### src/rtl/lcd_byte_writer_pkg.sv
// Shared definitions for the HD44780 byte writer.
//   - top/pulse FSM state encodings
//   - nibble request payload handed from the sequencer to the pulse generator
//   - init nibbles, configuration byte table, slow-command detection
package lcd_byte_writer_pkg;

  typedef enum logic [3:0] {
    PWRUP,
    INIT_NIB,
    INIT_WAIT,
    CFG,
    IDLE,
    NIB_HI,
    GAP,
    NIB_LO,
    SETTLE
  } topState_t;

  typedef enum logic [1:0] {
    PULSE_IDLE,
    SETUP,
    EHIGH,
    HOLD
  } pulseState_t;

  typedef struct packed {
    logic       rs;
    logic [3:0] nib;
  } lcdNibble_t;

  localparam logic [3:0] INIT_NIB_WAKE = 4'h3;
  localparam logic [3:0] INIT_NIB_4BIT = 4'h2;
  localparam logic [7:0] CMD_CLEAR     = 8'h01;
  localparam logic [7:0] CMD_HOME      = 8'h02;

  // Function set 4-bit/2-line, entry mode, display on, clear.
  function automatic logic [7:0] cfgByte(input logic [1:0] idx);
    case (idx)
      2'd0:    return 8'h28;
      2'd1:    return 8'h06;
      2'd2:    return 8'h0C;
      default: return CMD_CLEAR;
    endcase
  endfunction

  // Clear and home need the long settle time.
  function automatic logic isSlowCmd(input logic [7:0] b, input logic rs);
    return !rs && ((b == CMD_CLEAR) || (b == CMD_HOME));
  endfunction

endpackage

### src/rtl/lcd_nibble_pulse.sv
// One LCD bus write: drives D/RS, waits setup, raises E, holds, releases.
//   Clock, Reset     clock, async active-low reset
//   start            begin a pulse (sampled only when idle)
//   req              nibble + RS to put on the bus
//   doneC            high in the last HOLD cycle (combinational)
//   oLCD_E/RS/D      registered LCD bus outputs
module lcd_nibble_pulse
  import lcd_byte_writer_pkg::*;
#(
  parameter int unsigned P_SETUP_CYC = 2,
  parameter int unsigned P_EHIGH_CYC = 12,
  parameter int unsigned P_HOLD_CYC  = 2,
  parameter int unsigned P_CNT_W     = 20
) (
  input  logic       Clock,
  input  logic       Reset,
  input  logic       start,
  input  lcdNibble_t req,
  output logic       doneC,
  output logic       oLCD_E,
  output logic       oLCD_RS,
  output logic [3:0] oLCD_D
);

  pulseState_t        state;
  logic [P_CNT_W-1:0] cnt;

  // Early done lets the sequencer chain the next phase without a bubble.
  assign doneC = (state == HOLD) && (cnt == '0);

  // Each phase loads N-1 on entry and leaves when the count reaches zero.
  always_ff @(posedge Clock or negedge Reset) begin
    if (!Reset) begin
      state   <= PULSE_IDLE;
      cnt     <= '0;
      oLCD_E  <= 1'b0;
      oLCD_RS <= 1'b0;
      oLCD_D  <= 4'h0;
    end else begin
      case (state)
        PULSE_IDLE: begin
          if (start) begin
            state   <= SETUP;
            cnt     <= P_CNT_W'(P_SETUP_CYC - 1);
            oLCD_D  <= req.nib;
            oLCD_RS <= req.rs;
          end
        end
        SETUP: begin
          if (cnt == '0) begin
            state  <= EHIGH;
            cnt    <= P_CNT_W'(P_EHIGH_CYC - 1);
            oLCD_E <= 1'b1;
          end else begin
            cnt <= cnt - P_CNT_W'(1);
          end
        end
        EHIGH: begin
          if (cnt == '0) begin
            state  <= HOLD;
            cnt    <= P_CNT_W'(P_HOLD_CYC - 1);
            oLCD_E <= 1'b0;
          end else begin
            cnt <= cnt - P_CNT_W'(1);
          end
        end
        default: begin
          if (cnt == '0) begin
            state <= PULSE_IDLE;
          end else begin
            cnt <= cnt - P_CNT_W'(1);
          end
        end
      endcase
    end
  end

endmodule

### src/rtl/lcd_byte_writer.sv
// HD44780 4-bit byte writer: runs power-on init, then writes one byte per
// valid/ready handshake as high nibble, gap, low nibble, settle.
//   Clock, Reset     50 MHz clock, async active-low reset
//   iData/iRS        byte and register select, latched on accept
//   iValid           write request, accepted when oReady=1
//   oReady           high only in IDLE
//   oInitDone        sticky, set when init completes
//   oDropped         sticky, a request seen while busy was withdrawn unaccepted
//   oLCD_E/RS/RW/D   LCD bus (RW tied low)
module lcd_byte_writer
  import lcd_byte_writer_pkg::*;
#(
  parameter int unsigned P_PWRUP_CYC = 750000,
  parameter int unsigned P_INIT1_CYC = 205000,
  parameter int unsigned P_INIT2_CYC = 5000,
  parameter int unsigned P_SETUP_CYC = 2,
  parameter int unsigned P_EHIGH_CYC = 12,
  parameter int unsigned P_HOLD_CYC  = 2,
  parameter int unsigned P_GAP_CYC   = 50,
  parameter int unsigned P_BYTE_CYC  = 2000,
  parameter int unsigned P_CLEAR_CYC = 82000,
  parameter int unsigned P_CNT_W     = 20
) (
  input  logic       Clock,
  input  logic       Reset,
  input  logic [7:0] iData,
  input  logic       iRS,
  input  logic       iValid,
  output logic       oReady,
  output logic       oInitDone,
  output logic       oDropped,
  output logic       oLCD_E,
  output logic       oLCD_RS,
  output logic       oLCD_RW,
  output logic [3:0] oLCD_D
);

  topState_t          state;
  logic [P_CNT_W-1:0] cnt;
  logic [7:0]         byteReg;
  logic               rsReg;
  logic [1:0]         initIdx;
  logic [1:0]         cfgIdx;
  logic               startReg;
  logic               waitReq;
  logic               pulseDone;
  logic               pulseStart;
  logic               gapEnd;
  lcdNibble_t         pulseReq;
  logic [P_CNT_W-1:0] initWaitLoad;
  logic [P_CNT_W-1:0] settleLoad;

  assign oLCD_RW = 1'b0;

  // Low nibble is launched from the last GAP cycle so the gap is exact.
  assign gapEnd     = (state == GAP) && (cnt == '0);
  assign pulseStart = startReg || gapEnd;

  // Nibble presented to the pulse generator for whichever phase is starting.
  always_comb begin
    pulseReq = '{rs: rsReg, nib: byteReg[7:4]};
    if (state == INIT_NIB) begin
      pulseReq = '{rs: 1'b0, nib: (initIdx == 2'd3) ? INIT_NIB_4BIT : INIT_NIB_WAKE};
    end else if (state == GAP) begin
      pulseReq.nib = byteReg[3:0];
    end
  end

  // Per-step waits after each raw init nibble.
  always_comb begin
    case (initIdx)
      2'd0:    initWaitLoad = P_CNT_W'(P_INIT1_CYC - 1);
      2'd1:    initWaitLoad = P_CNT_W'(P_INIT2_CYC - 1);
      default: initWaitLoad = P_CNT_W'(P_BYTE_CYC - 1);
    endcase
  end

  assign settleLoad = isSlowCmd(byteReg, rsReg) ? P_CNT_W'(P_CLEAR_CYC - 1)
                                                : P_CNT_W'(P_BYTE_CYC - 1);

  lcd_nibble_pulse #(
    .P_SETUP_CYC(P_SETUP_CYC),
    .P_EHIGH_CYC(P_EHIGH_CYC),
    .P_HOLD_CYC (P_HOLD_CYC),
    .P_CNT_W    (P_CNT_W)
  ) uPulse (
    .Clock  (Clock),
    .Reset  (Reset),
    .start  (pulseStart),
    .req    (pulseReq),
    .doneC  (pulseDone),
    .oLCD_E (oLCD_E),
    .oLCD_RS(oLCD_RS),
    .oLCD_D (oLCD_D)
  );

  // Sequencer: init nibbles, config bytes, then the handshake byte path.
  // Reset is the PWRUP entry, so the power-up wait is loaded there.
  always_ff @(posedge Clock or negedge Reset) begin
    if (!Reset) begin
      state     <= PWRUP;
      cnt       <= P_CNT_W'(P_PWRUP_CYC - 1);
      byteReg   <= 8'h00;
      rsReg     <= 1'b0;
      initIdx   <= 2'd0;
      cfgIdx    <= 2'd0;
      startReg  <= 1'b0;
      waitReq   <= 1'b0;
      oReady    <= 1'b0;
      oInitDone <= 1'b0;
      oDropped  <= 1'b0;
    end else begin
      startReg <= 1'b0;
      // A request held until IDLE is served; one withdrawn while busy is lost.
      waitReq  <= iValid && !oReady;
      if (waitReq && !iValid) oDropped <= 1'b1;

      case (state)
        PWRUP: begin
          if (cnt == '0) begin
            state    <= INIT_NIB;
            initIdx  <= 2'd0;
            startReg <= 1'b1;
          end else begin
            cnt <= cnt - P_CNT_W'(1);
          end
        end
        INIT_NIB: begin
          if (pulseDone) begin
            state <= INIT_WAIT;
            cnt   <= initWaitLoad;
          end
        end
        INIT_WAIT: begin
          if (cnt != '0) begin
            cnt <= cnt - P_CNT_W'(1);
          end else if (initIdx == 2'd3) begin
            state  <= CFG;
            cfgIdx <= 2'd0;
          end else begin
            state    <= INIT_NIB;
            initIdx  <= initIdx + 2'd1;
            startReg <= 1'b1;
          end
        end
        CFG: begin
          byteReg  <= cfgByte(cfgIdx);
          rsReg    <= 1'b0;
          state    <= NIB_HI;
          startReg <= 1'b1;
        end
        IDLE: begin
          if (iValid) begin
            byteReg  <= iData;
            rsReg    <= iRS;
            state    <= NIB_HI;
            startReg <= 1'b1;
            oReady   <= 1'b0;
          end
        end
        NIB_HI: begin
          if (pulseDone) begin
            state <= GAP;
            cnt   <= P_CNT_W'(P_GAP_CYC - 1);
          end
        end
        GAP: begin
          if (cnt == '0) begin
            state <= NIB_LO;
          end else begin
            cnt <= cnt - P_CNT_W'(1);
          end
        end
        NIB_LO: begin
          if (pulseDone) begin
            state <= SETTLE;
            cnt   <= settleLoad;
          end
        end
        SETTLE: begin
          if (cnt != '0) begin
            cnt <= cnt - P_CNT_W'(1);
          end else if (oInitDone || (cfgIdx == 2'd3)) begin
            state     <= IDLE;
            oReady    <= 1'b1;
            oInitDone <= 1'b1;
          end else begin
            state  <= CFG;
            cfgIdx <= cfgIdx + 2'd1;
          end
        end
        default: state <= PWRUP;
      endcase
    end
  end

endmodule
### config.mk
export PLATFORM = sky130hd
export DESIGN_NAME = lcd_byte_writer
export DESIGN_NICKNAME = d
export VERILOG_FILES = /design/src/rtl/lcd_byte_writer_pkg.sv /design/src/rtl/lcd_nibble_pulse.sv /design/src/rtl/lcd_byte_writer.sv
export SDC_FILE = /design/constraint.sdc
export NUM_CORES = 1
export LEC_CHECK = 0
export ABC_AREA = 1
export CORE_ASPECT_RATIO = 0.5
export CORE_MARGIN = 3
export CORE_UTILIZATION = 40
export DETAILED_ROUTE_END_ITERATION = 16
export SYNTH_ARGS = -nofsm -noshare
export SYNTH_HDL_FRONTEND = slang
export SYNTH_HIERARCHICAL = 1
export SYNTH_SLANG_ARGS = --single-unit
### constraint.sdc
create_clock -name Clock -period 6.8 [get_ports Clock]
set_clock_uncertainty 0.15 [all_clocks]
set_input_delay 1.02 -clock Clock [delete_from_list [all_inputs] [get_ports Clock]]
set_output_delay 1.02 -clock Clock [all_outputs]
set_load 0.02 [all_outputs]
==> results by stage <==
Layout:
- The filler cells instantiated in the layout total 1143.
- Summing all multi-input logic gate instances after layout gives 2430 um2.
- The register area is 1770 um2.
- 0 antenna diodes ended up in the layout.
- For this run, the post-layout net count is 708.
- Relative to the synthesized area, the layout overhead comes to 14.2%.
- The fraction of final layout cells sized beyond drive strength 1 is 0.105.
- With fillers left out, the area of the finished cells amounts to 5310 um2.
- The utilization after layout is 0.475.

Clock tree:
- The maximum buffer depth of the clock tree is 2.
- The H-tree depth is 3.
- The worst-skew pair later-pin latency is 0.34 ns.
- Clock tree synthesis inserted a total of 9 buffers.
- In this run the post-CTS setup repair buffer count came out at 0.
- After clock tree synthesis, the repair step resized 0 gates.
- Hold repair after CTS inserted 0 buffers.
- The clock net in this run drives a total of 70 sinks.
- The clock slew at the register clock pins of the worst setup and hold paths is 0.06 ns.
- TritonCTS built the clock tree.
- The tree is rooted in a sky130_fd_sc_hd__clkbuf_16.

STA:
- The total setup violations reported at the end of the flow is 0.
- The final critical-path required period is 2.85 ns.
- The worst pin sits at a relative slew slack of 0.366.
- At the pin with the least slew margin, the transition time is 0.948 ns.
- The total negative slack for setup checks is 0 ns.
- Setup repair after global routing left no endpoint under its margin.
- Of the available clock period, the critical path in the final layout requires 0.420.
- The worst-case hold slack is 0.301 ns.
- The number of endpoints with negative hold slack in the final report is 0.
- The total count of max-transition violations in the final report is 0.
- For this run, the top clock speed supported by timing is 0.350 GHz.

Floorplan:
- The height of the chip is 82.2 um.
- The count of pins on the block boundary is 22.
- The effective utilization at floorplan is 0.416.
- The floorplan step defined a core boundary enclosing 11200 um2.
- The width of the die is 158 um.
- The number of standard-cell rows in the floorplan is 27.
- The floorplan die area is 13000 um2.

Power:
- The leakage dissipation is 2.73 nW.
- Dividing total power by cell area gives a power density of 188 nW/um2.
- The maximum ir drop on the vdd rail is 0.112 mV.
- The total power consumption of the routed design is 0.00100 W.

GRT:
- In the global route stage, met3 resource usage came out at 0.0521.
- The first global-routing pass estimated 18200 um of wire.
- The most heavily used metal layer in global routing is met2.
- For this run, global-route usage on met2 was measured as 0.305.
- The met1 usage in global routing is 0.227.
- The maximum number of pins on one net before global-route repair is 71.
- The number of global-route vias before repair was 3835.
- The remaining global-route overflow is 0.
- The initial antenna violation count is 0.
- For this run, the total global-route usage over all layers was measured as 0.177.

Route:
- The detail route stage leaves a number of antenna-violating nets equal to 0.
- The number of design-rule violations left by the first detailed-router iteration is 195.
- The pre-antenna-repair detailed-routing pass consisted of 5 iterations.
- The average vias per placed instance is 4.84.
- After detailed routing, the number of remaining DRC violations is 0.
- After detailed routing, the total wire length is 10600 um.
- Across all layers, the routed design uses 4086 vias.
- The routed wire length per instance is 12.6 um.

Synth:
- The register area share after synthesis is 0.380.
- After synthesis, the cell types taking the most area are sky130_fd_sc_hd__dfrtp_1 (31%), sky130_fd_sc_hd__nand2_1 (15%), sky130_fd_sc_hd__dfstp_2 (7.3%).
- The net count of the mapped netlist is 689.
- Yosys mapped a number of flops with a built-in enable equal to 0.
- For this run, asynchronously set or reset flops after synthesis account for 1.00.
- The average cell area after synthesis is 7.04 um2.
- The number of storage elements in the synthesis netlist is 70.
- Yosys mapped the design onto 42 distinct sky130hd cell types.
- The number of cells produced by synthesis is 661.
- The yosys synthesis warning count is 6.
- The cell area that synthesis handed to floorplanning was 4650 um2.
- The prevailing post-synth register cell is sky130_fd_sc_hd__dfrtp_1.
- The most area-hungry cell type in the Yosys netlist is sky130_fd_sc_hd__dfrtp_1.
- The area fraction of the dominant cell type after synthesis is 0.307.

Min path:
- Along the worst hold path, the cell count comes to 1.
- The worst hold path belongs to the class flop to flop.

Worst setup path:
- Traced cell by cell, the critical path runs through inv_1, ha_1, nand2_2, nor2_8, inv_1, nor4_1, and2_1, nand2_1, nand2_1, inv_4, o21ai_0.
- The largest fanout on the critical path is 29.
- The delay of the slowest critical-path stage is 0.70 ns.
- The standard cell with the maximum stage delay on the critical path is sky130_fd_sc_hd__nand2_1.
- The worst setup path is captured at a flop.
- Data on the critical path is required at its endpoint by 6.91 ns.
- The signal arrival time at the worst endpoint is 2.96 ns.
- The worst reg2reg path depth is 11.
- The kind of start point of the critical path is a flop.
- The critical path is of the flop to flop type.

Placement:
- The count of input and output buffers is 20.
- Once placement finished, the instance area stood at 4960 um2.
- The HPWL after detailed placement is 7810 um.
- At the end of routability-driven placement, the weighted congestion stood at 0.847.

Job:
- The number of max-cap violations is 0.

Run status:
- The run finished with clean final reports.
-- synthesized netlist by cell type, types with 4 or more instances --
master,number
sky130_fd_sc_hd__mux2_2,5
sky130_fd_sc_hd__o21bai_1,4
sky130_fd_sc_hd__nor2_2,9
sky130_fd_sc_hd__nor3_1,5
sky130_fd_sc_hd__nand2_1,191
sky130_fd_sc_hd__inv_1,83
sky130_fd_sc_hd__nand3_1,59
sky130_fd_sc_hd__ha_1,16
sky130_fd_sc_hd__dfstp_2,13
sky130_fd_sc_hd__dfrtp_1,57
sky130_fd_sc_hd__nand4_1,16
sky130_fd_sc_hd__inv_2,7
sky130_fd_sc_hd__nor2_4,5
sky130_fd_sc_hd__buf_2,5
sky130_fd_sc_hd__a21oi_1,12
sky130_fd_sc_hd__nor2_1,90
sky130_fd_sc_hd__xor2_1,4
sky130_fd_sc_hd__clkinv_1,4
sky130_fd_sc_hd__o21ai_1,6
sky130_fd_sc_hd__o21ai_0,32
-- sequential cells by signal (all words and copies together) (netlist names) --
register and cells:
cnt 20, uPulse/cnt 20, byteReg 8, state 4, uPulse/oLCD_D 4, cfgIdx 2
initIdx 2, uPulse/state 2, oDropped 1, oInitDone 1, oReady 1, rsReg 1
startReg 1, uPulse/oLCD_E 1, uPulse/oLCD_RS 1, waitReq 1
-- where the power goes --
part	leakage, nW	switching (W)	internal [W]
logic	1.67	0.0000149	0.0000104
registers	0.886	0.00000217	0.000421
clock network	0.170	0.000173	0.000379
total	2.73	0.000190	0.000810
-- path summary, 6_finish.rpt --
path,slack (ns),start,endpoint
worst min register to register,0.30,oDropped$_DFFE_PN0P_,oDropped$_DFFE_PN0P_
worst max register to register,3.95,uPulse/cnt[1]$_DFFE_PN0P_,cnt[19]$_DFFE_PN1P_
worst max-delay path,3.95,uPulse/cnt[1]$_DFFE_PN0P_,cnt[19]$_DFFE_PN1P_
max in group asynchronous,5.23,Reset,uPulse/cnt[2]$_DFFE_PN0P_
min in group asynchronous,0.67,Reset,cnt[9]$_DFFE_PN0P_
worst min-delay path,0.30,oDropped$_DFFE_PN0P_,oDropped$_DFFE_PN0P_
-- area by class of cell --
type,instances,area share
clock buffer,13,0.0490
clock inverter,3,0.0170
inverter,96,0.0688
multi-input combinational,483,0.458
sequential,70,0.333
tap,159,0.0374
timing repair buffer,20,0.0372
-- cell usage in the layout (no fill, tap or decap), types with 6 or more instances in the layout --
cell type                         netlist  final
sky130_fd_sc_hd__ha_1                  16     16
sky130_fd_sc_hd__nand4_1               16     16
sky130_fd_sc_hd__o21ai_0               32     32
sky130_fd_sc_hd__dfrtp_1               57     57
sky130_fd_sc_hd__clkbuf_16              0      9
sky130_fd_sc_hd__a21oi_1               12     12
sky130_fd_sc_hd__nor2_2                 9      9
sky130_fd_sc_hd__clkdlybuf4s50_1        0     19
sky130_fd_sc_hd__nand2_1              191    191
sky130_fd_sc_hd__nor2_1                90     90
sky130_fd_sc_hd__o21ai_1                6      6
sky130_fd_sc_hd__dfstp_2               13     13
sky130_fd_sc_hd__nand3_1               59     59
sky130_fd_sc_hd__inv_1                 83     83
sky130_fd_sc_hd__inv_2                  7      7
-- logic make-up after synthesis --
group | count (synthesis) | synth area share
muxes | 5 | 0.0121
and+or+nand+nor | 390 | 0.378
buffers and inverters | 108 | 0.0968
AOI/OAI and AO/OA | 67 | 0.0815
xor gates and xnor gates | 4 | 0.00753
DFF | 70 | 0.380
adders and majority gates | 16 | 0.0430
other | 1 | 0.000806
-- critical path: cells and delay by family, from the launching register on --
family / cells / cell delay (ns)
simple gates: 6 / 1.44
buf+inv: 3 / 0.35
fa+ha+maj: 1 / 0.25
compound gates: 1 / 0.21
flops: 1 / 0.36
-- metal layers --
| layer | vias up | routed length [um] |
|---|---|---|
| met4 | 0 | 44 |
| met3 | 4 | 483 |
| li1 | 2126 | - |
| met2 | 66 | 4990 |
| met5 | - | 0 |
| met1 | 1890 | 5080 |
-- through the flow --
stage	cells	worst slack, ns
after floorplan	661	4.49
after global placement	828	3.97
after detailed placement	828	3.94
after CTS	844	3.93
after global routing	844	3.58
final	844	3.95
No activity file was read; power rests on OpenSTA's default activity.
